## config.mk

```make
export PLATFORM = sky130hd
export DESIGN_NAME = matmul_host_driver
export DESIGN_NICKNAME = d
export VERILOG_FILES = /design/src/rtl/matmul_host_driver.sv
export SDC_FILE = /design/constraint.sdc
export NUM_CORES = 1
export LEC_CHECK = 0
export BUFFER_PORTS_ARGS = -buffer_cell sky130_fd_sc_hd__buf_4
export CAP_MARGIN = 0
export CORE_MARGIN = 3
export CORE_UTILIZATION = 40
export CTS_CLUSTER_SIZE = 16
export DETAILED_ROUTE_END_ITERATION = 7
export SYNTH_ARGS = -nofsm -noshare
export SYNTH_HDL_FRONTEND = slang
export SYNTH_SLANG_ARGS = --single-unit
```

## constraint.sdc

```tcl
create_clock -name clk -period 3.7 [get_ports clk]
set_input_delay 0.74 -clock clk [delete_from_list [all_inputs] [get_ports clk]]
set_output_delay 0.74 -clock clk [all_outputs]
set_load 0.03 [all_outputs]
```

## src/rtl/matmul_host_driver.sv

```systemverilog
// Host-side driver for the 2x2 systolic matmul tile: tracks the tile's 12-cycle frame, feeds it, decodes results.
// Optional macro REF_CHECK_EN adds an internal mod-256 reference product and the res_mismatch output.
module matmul_host_driver #(
  parameter logic [15:0] DUMMY_MAT  = 16'h1001,
  parameter int          SYNC_CNT_W = 8
) (
  input  logic                  clk,
  input  logic                  rst,
  input  logic                  cmd_valid,
  output logic                  cmd_ready,
  input  logic [15:0]           cmd_a,
  input  logic [15:0]           cmd_b,
  output logic                  cmd_err,
  output logic [7:0]            acc_ui,
  output logic [7:0]            acc_uio,
  input  logic [7:0]            acc_uo,
  input  logic [7:0]            acc_uio_out,
  input  logic [7:0]            acc_uio_oe,
  output logic                  res_valid,
  input  logic                  res_ready,
  output logic [31:0]           res_c,
  output logic                  res_ovf,
`ifdef REF_CHECK_EN
  output logic                  res_mismatch,
`endif
  output logic [SYNC_CNT_W-1:0] sync_cnt
);

  localparam logic [3:0] P_LAST = 4'd11;

  logic [3:0]            p_q, p_d;
  logic [7:0]            ui_q, ui_d, uio_q, uio_d;
  logic [15:0]           b_q, b_d;
  logic                  frame_real_q, frame_real_d;
  logic                  carry_real_q, carry_real_d;
  logic [15:0]           row0_q, row0_d;
  logic [31:0]           res_c_q, res_c_d;
  logic                  res_valid_q, res_valid_d;
  logic                  res_ovf_q, res_ovf_d;
  logic                  cmd_err_q, cmd_err_d;
  logic                  oe_full_q;
  logic [SYNC_CNT_W-1:0] sync_q, sync_d;

  logic        oe_full, resync, wrap, accept, zero_row, load_real, publish;
  logic [15:0] row_pins;

`ifdef REF_CHECK_EN
  logic [15:0] a_q, a_d;
  logic [31:0] ref_q, ref_d;
  logic        mismatch_q, mismatch_d;

  function automatic logic [31:0] mat_mul(input logic [15:0] a, input logic [15:0] b);
    logic [7:0] x [4];
    logic [7:0] y [4];
    for (int i = 0; i < 4; i++) begin
      x[i] = {4'd0, a[15-4*i -: 4]};
      y[i] = {4'd0, b[15-4*i -: 4]};
    end
    mat_mul = {x[0]*y[0] + x[1]*y[2], x[0]*y[1] + x[1]*y[3],
               x[2]*y[0] + x[3]*y[2], x[2]*y[1] + x[3]*y[3]};
  endfunction
`endif

  assign oe_full   = (acc_uio_oe == 8'hFF);
  // A rising oe outside p=11 means the tile's frame has slipped; treat that edge as p=11.
  assign resync    = oe_full && !oe_full_q && (p_q != P_LAST);
  assign wrap      = (p_q == P_LAST) || resync;
  assign cmd_ready = (p_q == P_LAST) && !rst;
  assign accept    = cmd_valid && cmd_ready;
  assign zero_row  = (cmd_a[15:8] == 8'd0) || (cmd_a[7:0] == 8'd0) ||
                     (cmd_b[15:8] == 8'd0) || (cmd_b[7:0] == 8'd0);
  assign load_real = accept && !zero_row;
  assign publish   = (p_q == 4'd0) && carry_real_q && !resync;
  assign row_pins  = {acc_uio_out[7:4], acc_uo[7:4], acc_uio_out[3:0], acc_uo[3:0]};

  always_comb begin
    p_d          = wrap ? 4'd0 : p_q + 4'd1;
    ui_d         = ui_q;
    uio_d        = uio_q;
    b_d          = b_q;
    frame_real_d = frame_real_q;
    carry_real_d = carry_real_q;
    row0_d       = row0_q;
    res_c_d      = res_c_q;
    res_valid_d  = res_valid_q;
    res_ovf_d    = res_ovf_q;
    cmd_err_d    = accept && zero_row;
    sync_d       = sync_q;
`ifdef REF_CHECK_EN
    a_d          = a_q;
    ref_d        = ref_q;
    mismatch_d   = mismatch_q;
`endif

    if (p_q == 4'd3) begin
      ui_d  = b_q[15:8];
      uio_d = b_q[7:0];
    end

    if (wrap) begin
      carry_real_d = frame_real_q && !resync;
      if (oe_full) row0_d = row_pins;
`ifdef REF_CHECK_EN
      ref_d = mat_mul(a_q, b_q);
`endif
      if (load_real) begin
        ui_d         = cmd_a[15:8];
        uio_d        = cmd_a[7:0];
        b_d          = cmd_b;
        frame_real_d = 1'b1;
`ifdef REF_CHECK_EN
        a_d          = cmd_a;
`endif
      end else begin
        ui_d         = DUMMY_MAT[15:8];
        uio_d        = DUMMY_MAT[7:0];
        b_d          = DUMMY_MAT;
        frame_real_d = 1'b0;
`ifdef REF_CHECK_EN
        a_d          = DUMMY_MAT;
`endif
      end
    end

    if (res_valid_q && res_ready) res_valid_d = 1'b0;

    if (publish) begin
      if (!res_valid_q || res_ready) begin
        res_c_d     = {row0_q, row_pins};
        res_valid_d = 1'b1;
`ifdef REF_CHECK_EN
        mismatch_d  = ({row0_q, row_pins} != ref_q);
`endif
      end else begin
        res_ovf_d = 1'b1;
      end
    end

    if (resync && (sync_q != {SYNC_CNT_W{1'b1}})) sync_d = sync_q + SYNC_CNT_W'(1);
  end

  always_ff @(posedge clk or posedge rst) begin
    if (rst) begin
      p_q          <= 4'd0;
      ui_q         <= DUMMY_MAT[15:8];
      uio_q        <= DUMMY_MAT[7:0];
      b_q          <= DUMMY_MAT;
      frame_real_q <= 1'b0;
      carry_real_q <= 1'b0;
      row0_q       <= 16'd0;
      res_c_q      <= 32'd0;
      res_valid_q  <= 1'b0;
      res_ovf_q    <= 1'b0;
      cmd_err_q    <= 1'b0;
      oe_full_q    <= 1'b0;
      sync_q       <= '0;
`ifdef REF_CHECK_EN
      a_q          <= DUMMY_MAT;
      ref_q        <= 32'd0;
      mismatch_q   <= 1'b0;
`endif
    end else begin
      p_q          <= p_d;
      ui_q         <= ui_d;
      uio_q        <= uio_d;
      b_q          <= b_d;
      frame_real_q <= frame_real_d;
      carry_real_q <= carry_real_d;
      row0_q       <= row0_d;
      res_c_q      <= res_c_d;
      res_valid_q  <= res_valid_d;
      res_ovf_q    <= res_ovf_d;
      cmd_err_q    <= cmd_err_d;
      oe_full_q    <= oe_full;
      sync_q       <= sync_d;
`ifdef REF_CHECK_EN
      a_q          <= a_d;
      ref_q        <= ref_d;
      mismatch_q   <= mismatch_d;
`endif
    end
  end

  assign acc_ui    = ui_q;
  assign acc_uio   = uio_q;
  assign cmd_err   = cmd_err_q;
  assign res_valid = res_valid_q;
  assign res_c     = res_c_q;
  assign res_ovf   = res_ovf_q;
  assign sync_cnt  = sync_q;
`ifdef REF_CHECK_EN
  assign res_mismatch = mismatch_q;
`endif

endmodule

```

* Word-level counts from Yosys, hierarchy flattened
Cells that the tools add are included.
** Cells by class
- Add/subtract/negate cells :: 2
- Bitwise operators :: 1
- Equal/unequal tests :: 5
- Muxes and demuxes :: 12
- Reductions and logical operators :: 30
** Operators with widths (count)
- 2-to-1 mux 8 bit :: 6
- logical NOT 8 bit :: 4
- 2-to-1 mux 16 bit :: 1
- logical AND 1 bit :: 11
- adder 8 x 1 -> 8 bit, second input constant :: 1
- == test 8 bit, second input constant :: 1
- inequality test 8 bit, second input constant :: 1
- AND reduction 2 bit :: 3
- logical NOT 1 bit :: 5
- logical OR 1 bit :: 5
- adder 4 x 1 -> 4 bit, second input constant :: 1
- == test 4 x 2 -> 1 bit, second input constant :: 1
- == test 4 bit, second input constant :: 1
- logical NOT 4 bit :: 1
- 2-to-1 mux 1 bit :: 4
- 2-to-1 mux 4 bit :: 1
- inequality test 4 bit, second input constant :: 1
- nonzero test 2 bit :: 1
- NOT 1 bit :: 1
** Word-level totals
- Output and inout port bits :: 60
- Input bits :: 60
- Flip-flop bits (word level) :: 98

* Longest topological paths before layout
Gate-level depths: netlist of run 1.
- Word-level depth :: 8
- Depth in mapped cells :: 8

* Worst setup path after synthesis of run 1
OpenSTA, ideal clock, no wires.
- Path kind :: input-to-reg
- Start :: in acc_uio_oe[2]
- End :: reg res_c_q[0], in the netlist res_c[0]
- Data required time :: 3.575 ns
- Path buffers :: 2
- Slack :: 1.446 ns
- Arrival :: 2.129 ns
- Stages :: 7
- Cell sequence :: nand4_2 -> nor3_4 -> or4_4 -> nor2b_2 -> buf_6 -> buf_12 -> mux2_4
** On the way
- Longest elaborated chain between the ends :: 6
** Ends and longest elaborated chain
- start, declared :: RTL line 18 : input logic [7:0] acc_uio_oe,
- == test 8 bit :: RTL line 64 : assign oe_full = (acc_uio_oe == 8'hFF);
- logical AND 1 bit (2 in a row) :: RTL line 66 : assign resync = oe_full && !oe_full_q && (p_q != P_LAST);
- logical NOT 1 bit :: RTL line 73 : assign publish = (p_q == 4'd0) && carry_real_q && !resync;
- logical AND 1 bit :: RTL line 73
- AND reduction 2 bit (no source line)
- end signal, assigned :: RTL line 170 : res_c_q <= res_c_d;
- end, declared :: RTL line 37 : logic [31:0] res_c_q, res_c_d;
No other way between the ends.
A chain may end at the register's enable or synchronous reset.

* Worst setup path after layout of run 1
- Start :: reg p_q[0]
- End :: out cmd_ready
** On the way
- Longest elaborated chain between the ends :: 2
** Ends and longest elaborated chain
- start, declared :: RTL line 31 : logic [3:0] p_q, p_d;
- start signal, assigned :: RTL line 163 : p_q <= p_d;
- == test 4 bit :: RTL line 68 : assign cmd_ready = (p_q == P_LAST) && !rst;
- logical AND 1 bit :: RTL line 68
- end, declared :: RTL line 10 : output logic cmd_ready,
No other way between the ends.

==> results of run 1 <==
-- state kept, by name, summed over array words and instances (netlist names), 4 cells and up --
signal and flops:
acc_ui 8, acc_uio 8, b_q 16, p_q 4, res_c 32, row0_q 16
sync_cnt 8
-- path summary, 6_finish.rpt --
kind / slack (ns) / to / startpoint
max: 1.33 / cmd_ready / p_q[0]$_DFF_PP0_
min: 0.48 / b_q[2]$_DFFE_PP0N_ / rst
max reg2reg: 1.34 / b_q[15]$_DFFE_PP0N_ / p_q[0]$_DFF_PP0_
min reg2reg: 0.49 / frame_real_q$_DFFE_PP0N_ / frame_real_q$_DFFE_PP0N_
max in group asynchronous: 2.46 / row0_q[5]$_DFFE_PP0P_ / rst
min in group clk: 0.49 / frame_real_q$_DFFE_PP0N_ / frame_real_q$_DFFE_PP0N_
-- synth_stat cells (all sizes together) (3+ instances only) --
| cell | n | share of area, % |
|---|---|---|
| a21oi | 15 | 1.8 |
| a22o | 15 | 3.1 |
| and3 | 4 | 0.59 |
| buf | 11 | 2.5 |
| clkbuf | 5 | 0.44 |
| dfrtp | 94 | 56 |
| dfstp | 4 | 2.5 |
| ha | 3 | 0.89 |
| inv | 6 | 0.53 |
| mux2 | 49 | 16 |
| nand2 | 24 | 2.1 |
| nand2b | 3 | 0.44 |
| nand3 | 3 | 0.35 |
| nand4 | 7 | 1.5 |
| nor2 | 11 | 0.97 |
| nor4 | 8 | 1.2 |
| o21a | 14 | 2.5 |
| o22ai | 14 | 2.1 |
| xnor2 | 7 | 1.4 |
-- critical path: stages, from the launching register on --
cell and delay (ns):
dfrtp_1 0.39, ha_1 0.19, nand3b_1 0.29, nor2_1 0.22
buf_4 0.19
-- stage by stage --
step	cell area, sq um	instances	worst slack, ns	total power [W]
2_1_floorplan	4235	315	0.4045	0.002642
3_3_place_gp	5226	556	1.160	0.003209
3_5_place_dp	5226	556	1.108	0.003228
4_1_cts	5454	572	1.285	0.004015
5_1_grt	5454	572	1.024	0.004203
6_report	5454	572	1.334	0.003967
-- final cells by class --
class	instances	area, sq um
clock buffers	11	141.4
well taps	133	166.4
clock inverters	5	86.33
flip-flops and latches	98	2457
fillers	874	4591
repair buffers	124	943.4
inverters	6	25.02
multi-input cells	195	1634
-- kinds of logic (layout without fill, tap and decap cells) --
| group | after synthesis | after routing | synth area share [%] |
|---|---|---|---|
| AO/OA/AOI/OAI | 67 | 67 | 11.20 |
| AND/OR/NAND/NOR | 68 | 68 | 9.040 |
| adder cells (fa/ha/maj) | 3 | 3 | 0.8864 |
| buffers and inverters | 22 | 146 | 3.515 |
| flip-flops | 98 | 98 | 58.02 |
| XOR/XNOR | 8 | 8 | 1.654 |
| multiplexers | 49 | 49 | 15.69 |
-- layer usage --
layer  track usage, %  up-vias
met5                0        -
met4            5.500        0
met3            4.026       13
met2            23.38      104
met1            24.45     1432
li1                 -     1386
-- power breakdown --
| part | switching, W | leakage (nW) | internal (W) |
|---|---|---|---|
| combinational | 0.000895 | 1.27 | 0.000714 |
| sequential | 0.000194 | 1.26 | 0.00139 |
| clock | 0.000368 | 0.114 | 0.000405 |
==> results.ini, run 1 <==
[floorplanning]
rows = 36
die_y_um = 108.9
fp.dieW_um = 108.9
io_pins = 120
die_area_sq_um = 11860
core-area_sq_um = 10040
start_util_pct = 42.16

[place]
numPortBuffers = 119
gp_congestion = 0.8153
dp_hpwl_um = 6893

[clock_tree]
cts_resized = 0
path_clk_slew_ns = 0.10
cts_hold_buffers = 0
clk_latency_ns = 0.36
numCtsBuffers = 9
clock_path_buffers = 2
postCtsSetupRepairBufs = 0
clock_sinks = 98
cts-root-buf = clkbuf_8
cts_tree = built
h-tree-depth = 3

[routing]
wire_per_inst_um = 16.37
drt-total-wl_um = 9364
drt_drc_violations_left = 0
met1_length_um = 4490
routed_via_density = 5.131
route.met2.wl_um = 4192
wl_met3_um = 529
via_count = 2935
antenna_left = 0
dr.pass1.iters = 4
drt_iter0_drc = 125
highest_layer = met4

[run]
cap_violations = 0

[logic_synthesis]
ys_ff_latch = 98
ys_async_sr_fraction_pct = 100.0
ys_seq_area_share_pct = 58.02
synth_area_per_cell_sq_um = 13.45
synthFlopType = dfrtp_1
ys_types = 41
synthesis.nets = 378
syn_area_sq_um = 4235
synthCells = 315
ys_warn_count = 0
synth_edf_count = 0

[critical_path]
r2r_cells = 6
end_kind = primary output
worstSetupPathType = flip-flop to primary output
crit_fanout = 6
required_ns = 2.96
start_kind = flip-flop
arrival_ns = 1.63

[timing]
finalClockSkew_ns = 0.01288
final_hold_viol_count = 0
grt_setup_unrepaired = no
slew-limit-headroom_pct = 33.12
setup_tns_ns = 0
setup_viol = 0
worstMarginPinSlew_ns = 0.9995
max_freq_ghz = 0.4226
drv_slew = 0
holdWs_ns = 0.4818
fin_crit_sh_pct = 63.96
fin_crit_ns = 2.366

[grt]
grt_max_degree = 51
antenna_found_initial = 0
grt_usage_pct = 16.43
grt_pass1_wl_um = 15090
overflow = 0
first_global_vias = 2935

[cells_and_area]
post-route-util_pct = 54.30
layout_common_cells = buf_4 (123), dfrtp_1 (94), mux2_4 (30)
nets = 497
final_common_cell = buf_4
drive_gt1_share_pct = 45.56
syn2layout_area_growth_pct = 28.77
antennaDiodeCount = 0

[worst_hold_path]
hold_path.class = input port to asynchronous set/reset pin

[run_status]
status = finished, final reports clean

[power_and_ir_drop]
powerDensity_nw_per_um2 = 727.4
peakVddDrop_mv = 0.3255
p_leak_nw = 2.651

Note: power is estimated with default switching activity, not from simulation.
==> run 2: changes to the inputs <==
- clock period: 3.7 -> 2.3 ns (I/O delays scaled with it)
==> results.ini, run 2 (synthesized netlist as in run 1, its figures left out) <==
[floorplanning]
io_pins = 120  ; unchanged
start_util_pct = 42.16  ; unchanged
fp.dieW_um = 108.9  ; unchanged
core-area_sq_um = 10040  ; unchanged
die_area_sq_um = 11860  ; unchanged
die_y_um = 108.9  ; unchanged
rows = 36  ; unchanged

[timing]
fin_crit_ns = 2.052
drv_slew = 0  ; unchanged
final_hold_viol_count = 0  ; unchanged
grt_setup_unrepaired = no
finalClockSkew_ns = 0.007308  ; -0.005568 ns
setup_slack_ns = 0.2480  ; -1.086 ns
setup_viol = 0  ; unchanged
max_freq_ghz = 0.4873
worstMarginPinSlew_ns = 1.046  ; +0.04696 ns
fin_crit_sh_pct = 89.22
slew-limit-headroom_pct = 29.98  ; -3.1 points
setup_tns_ns = 0  ; unchanged

[clock_tree]
clock_path_buffers = 2  ; unchanged
cts_hold_buffers = 0  ; unchanged
cts-root-buf = clkbuf_8
path_clk_slew_ns = 0.09  ; about the same
clock_sinks = 98  ; unchanged
cts_resized = 0  ; unchanged
cts_tree = built
clk_latency_ns = 0.35  ; about the same
h-tree-depth = 3  ; unchanged
numCtsBuffers = 9  ; unchanged
postCtsSetupRepairBufs = 0  ; unchanged

[grt]
antenna_found_initial = 0  ; unchanged
grt_max_degree = 40  ; -22%
overflow = 0  ; unchanged
grt_pass1_wl_um = 15430  ; +2.2%
first_global_vias = 3004  ; +2.4%
grt_usage_pct = 16.62  ; +0.19 points

[routing]
routed_via_density = 5.072  ; -1.1%
drt-total-wl_um = 9443  ; +0.84%
dr.pass1.iters = 4  ; unchanged
drt_drc_violations_left = 0  ; unchanged
drt_iter0_drc = 90  ; -28%
antenna_left = 0  ; unchanged
wire_per_inst_um = 16.25  ; -0.72%
via_count = 2947  ; +0.41%

[critical_path]
cp_slowest_cell = dfrtp_1
cpLargestDelayFamily = simple AND/OR/NAND/NOR gates
worstSetupPathType = flip-flop to primary output
end_kind = primary output
slowest_delay_ns = 0.40  ; about the same
required_ns = 1.84  ; -1.12 ns
crit_fanout = 5  ; -1
start_kind = flip-flop
critPathBufInv = 1  ; unchanged
arrival_ns = 1.59  ; -0.04 ns
crit_chain = ha_1 -> nand3b_1 -> nor2_1 -> buf_4

[cells_and_area]
n_fill_cell = 862  ; -1.4%
syn2layout_area_growth_pct = 29.34
layout_common_cells = buf_4 (131), dfrtp_1 (94), mux2_4 (30)
antennaDiodeCount = 0  ; unchanged
final_common_cell = buf_4
largest_register_ffs = 32  ; unchanged
final_cell_count_no_fill = 581  ; +1.6%
nets = 506  ; +1.8%
drive_gt1_share_pct = 46.65  ; +1.1 points

[place]
dp_worst_setup_slack_ns = 0.1036  ; -1.004 ns
gp_congestion = 0.8109  ; -0.54%
numPortBuffers = 119  ; unchanged
dp.cells = 565  ; +1.6%
dp_hpwl_um = 7079  ; +2.7%

[run_status]
status = finished, final reports clean

[power_and_ir_drop]
powerDensity_nw_per_um2 = 1131  ; +55%
p_leak_nw = 2.675  ; +0.90%
peakVddDrop_mv = 0.5028  ; +54%

[worst_hold_path]
hold_path.class = input port to asynchronous set/reset pin

[run]
cap_violations = 0  ; unchanged

## run 2: cell count changes in the layout (fill, tap and decap cells not counted), sizes merged
cell,change
clkinvlp,+1
bufinv,-2
inv,-1
buf,+9
clkinv,+2
## run 2: metal layers
metal	vias to the layer above	track usage, %	part of all wire (%)
met5	-	0	0
met2	82	24.96	46
li1	1408	-	-
met1	1446	23.84	47
met4	0	6.402	1.4
met3	11	3.138	5.4
## run 2: report_power, final
group / leakage, nW / switching, W / internal, W
Clock: 0.0933 / 0.000575 / 0.000421
Sequential: 1.26 / 0.000323 / 0.00224
Combinational: 1.32 / 0.00144 / 0.00120
Total: 2.67 / 0.00234 / 0.00386
## run 2: layout make-up
cell class                 instances  area (sq um)  area share [%]
clock inverter                     5         28.78          0.5254
timing repair buffer             133          1023           18.68
tap                              133         166.4           3.038
clock buffer                      11         141.4           2.581
multi-input combinational        195          1634           29.83
inverter                           6         26.28          0.4797
sequential                        98          2457           44.86
## run 2: metrics by stage
stage	instance area, sq um	hold slack [ns]	total power (W)	utilization, %
floorplan	4239	0.4500	0.004251	-
global placement	5308	0.4610	0.005223	52.84
detailed placement	5308	0.4663	0.005267	52.84
CTS	5478	0.1566	0.006280	54.53
global route	5478	0.1848	0.006584	54.53
finish	5478	0.1527	0.006195	54.53
## run 2: final timing paths
path,cells past startpoint,slack (ns),startpoint,end
min,2,0.15,rst,acc_ui[5]$_DFFE_PP0P_
max,4,0.25,p_q[0]$_DFF_PP0_,cmd_ready
min in group clk,2,0.33,cmd_b[4],b_q[4]$_DFFE_PP0N_
min reg2reg,1,0.49,frame_real_q$_DFFE_PP0N_,frame_real_q$_DFFE_PP0N_
max reg2reg,7,0.30,p_q[0]$_DFF_PP0_,res_c[30]$_DFFE_PP0P_
max in group asynchronous,3,1.53,rst,acc_uio[0]$_DFFE_PP1P_
## run 2: worst register-to-register path: stages (launching register included)
cell     delay [ns]
dfrtp_1        0.42
inv_1          0.07
ha_1           0.14
nand2_1        0.05
or4_4          0.45
nor2b_4        0.15
buf_12         0.25
mux2_2         0.37
==> run 3: changes to the inputs <==
- PLACE_DENSITY_LB_ADDON: not set -> 0.05
==> results.ini, run 3 (synthesized netlist as in run 1, its figures left out) <==
[run_status]
status = finished, final reports clean

[grt]
grt_usage_pct = 16.54  ; -0.082 points
first_global_vias = 2950  ; -1.8%
grt_max_degree = 33  ; -18%
overflow = 0  ; unchanged
antenna_found_initial = 0  ; unchanged
grt_pass1_wl_um = 15240  ; -1.2%

[routing]
drt_drc_violations_left = 0  ; unchanged
antenna_left = 0  ; unchanged
via_count = 2970  ; +0.78%
routed_via_density = 5.121  ; +0.95%
drt_iter0_drc = 129  ; +43%
dr.pass1.iters = 4  ; unchanged
drt-total-wl_um = 9556  ; +1.2%
wire_per_inst_um = 16.48  ; +1.4%

[cells_and_area]
largest_register_ffs = 32  ; unchanged
layout_common_cells = buf_4 (129), dfrtp_1 (94), mux2_4 (30)
n_fill_cell = 892  ; +3.5%
drive_gt1_share_pct = 46.76  ; +0.10 points
antennaDiodeCount = 0  ; unchanged
nets = 505  ; -0.20%
final_cell_count_no_fill = 580  ; -0.17%
syn2layout_area_growth_pct = 29.63
final_common_cell = buf_4

[timing]
max_freq_ghz = 0.4791  ; -1.7%
slew-limit-headroom_pct = 25.53  ; -4.4 points
fin_crit_sh_pct = 90.76  ; +1.5 points
grt_setup_unrepaired = no
finalClockSkew_ns = 0.01615  ; +0.008840 ns
setup_viol = 0  ; unchanged
drv_slew = 0  ; unchanged
fin_crit_ns = 2.087  ; +0.03541 ns
worstMarginPinSlew_ns = 1.113  ; +0.06645 ns
setup_slack_ns = 0.2126  ; -0.03542 ns
setup_tns_ns = 0  ; unchanged
final_hold_viol_count = 0  ; unchanged

[floorplanning]
rows = 36  ; unchanged
io_pins = 120  ; unchanged
die_y_um = 108.9  ; unchanged
core-area_sq_um = 10040  ; unchanged
fp.dieW_um = 108.9  ; unchanged
die_area_sq_um = 11860  ; unchanged
start_util_pct = 42.16  ; unchanged

[critical_path]
crit_fanout = 15  ; +10
arrival_ns = 2.39  ; +0.80 ns
r2r_start = p_q[0]$_DFF_PP0_
required_ns = 2.60  ; +0.76 ns
start_kind = flip-flop
end_kind = flip-flop
worstSetupPathType = flip-flop to flip-flop
r2r_cells = 6  ; -1
r2r_slack_ns = 0.21  ; -0.09 ns
worstReg2RegEnd = b_q[7]$_DFFE_PP0N_
crit_start = p_q[0]$_DFF_PP0_

[clock_tree]
clock_path_buffers = 2  ; unchanged
numCtsBuffers = 9  ; unchanged
cts_tree = built
postCtsSetupRepairBufs = 0  ; unchanged
cts-root-buf = clkbuf_8
cts_resized = 0  ; unchanged
h-tree-depth = 3  ; unchanged
cts_hold_buffers = 0  ; unchanged
clk_latency_ns = 0.36  ; about the same
path_clk_slew_ns = 0.10  ; about the same
clock_sinks = 98  ; unchanged

[place]
dp_worst_setup_slack_ns = 0.1062  ; +0.002571 ns
numPortBuffers = 119  ; unchanged
dp_hpwl_um = 6797  ; -4.0%
gp_congestion = 0.7644  ; -5.7%
dp.cells = 564  ; -0.18%

[power_and_ir_drop]
peakVddDrop_mv = 0.5193  ; +3.3%
p_leak_nw = 2.662  ; -0.47%
p_total_w = 0.006215  ; +0.32%
powerDensity_nw_per_um2 = 1132  ; about the same

[worst_hold_path]
hold_path.class = input port to asynchronous set/reset pin

[run]
cap_violations = 0  ; unchanged

-- run 3: cell count changes in the layout (fill, tap and decap cells not counted), sizes merged --
cell | before | now
clkinv | 4 | 2
inv | 6 | 7
clkinvlp | 1 | 4
clkbuf | 11 | 9
buf | 133 | 132
-- run 3: layer usage --
layer  share of wire [%]  routed length (um)  track usage, %  up-vias
li1                    -                   -               -     1403
met1                  47                4449           23.60     1469
met2                  46                4395           24.87       87
met3                 6.1                 582           3.493       11
met4                 1.3                 129           5.951        0
met5                   0                   0               0        -
-- run 3: final cells by class --
type / instances / area, sq um / share of cell area, %
Multi-Input combinational cell: 195 / 1634 / 29.76
Clock inverter: 7 / 53.80 / 0.9799
Sequential cell: 98 / 2457 / 44.76
Tap cell: 133 / 166.4 / 3.031
Clock buffer: 9 / 123.9 / 2.256
Timing Repair Buffer: 132 / 1028 / 18.73
Inverter: 6 / 26.28 / 0.4786
-- run 3: worst max-delay path by stage --
stage	to	slack, ns
after floorplan	b_q[4]$_DFFE_PP0N_	0.17
after global placement	b_q[7]$_DFFE_PP0N_	0.12
after detailed placement	res_c[31]$_DFFE_PP0P_	0.11
after CTS	b_q[10]$_DFFE_PP0N_	0.20
after global routing	b_q[15]$_DFFE_PP0N_	0.02
final	b_q[7]$_DFFE_PP0N_	0.21
-- run 3: critical path, stage by stage, from the launching register on --
cell and delay, ns:
dfrtp_1 0.40, ha_1 0.20, nand3b_1 0.12, nor2_1 0.16
nand2_1 0.09, nor2_1 0.80, a22o_1 0.28
-- run 3: report_power, final --
group	switching, W	internal, W
Combinational	0.00144	0.00120
Sequential	0.000308	0.00224
Clock	0.000629	0.000401
-- run 3: metrics by stage --
stage                     area (sq um)  util, %  hold slack [ns]
after floorplan                   4239        -           0.4500
after global placement            5313    52.89           0.4649
after detailed placement          5313    52.89           0.4698
after CTS                         5490    54.66           0.2150
after global routing              5490    54.66           0.2456
final                             5490    54.66           0.2062
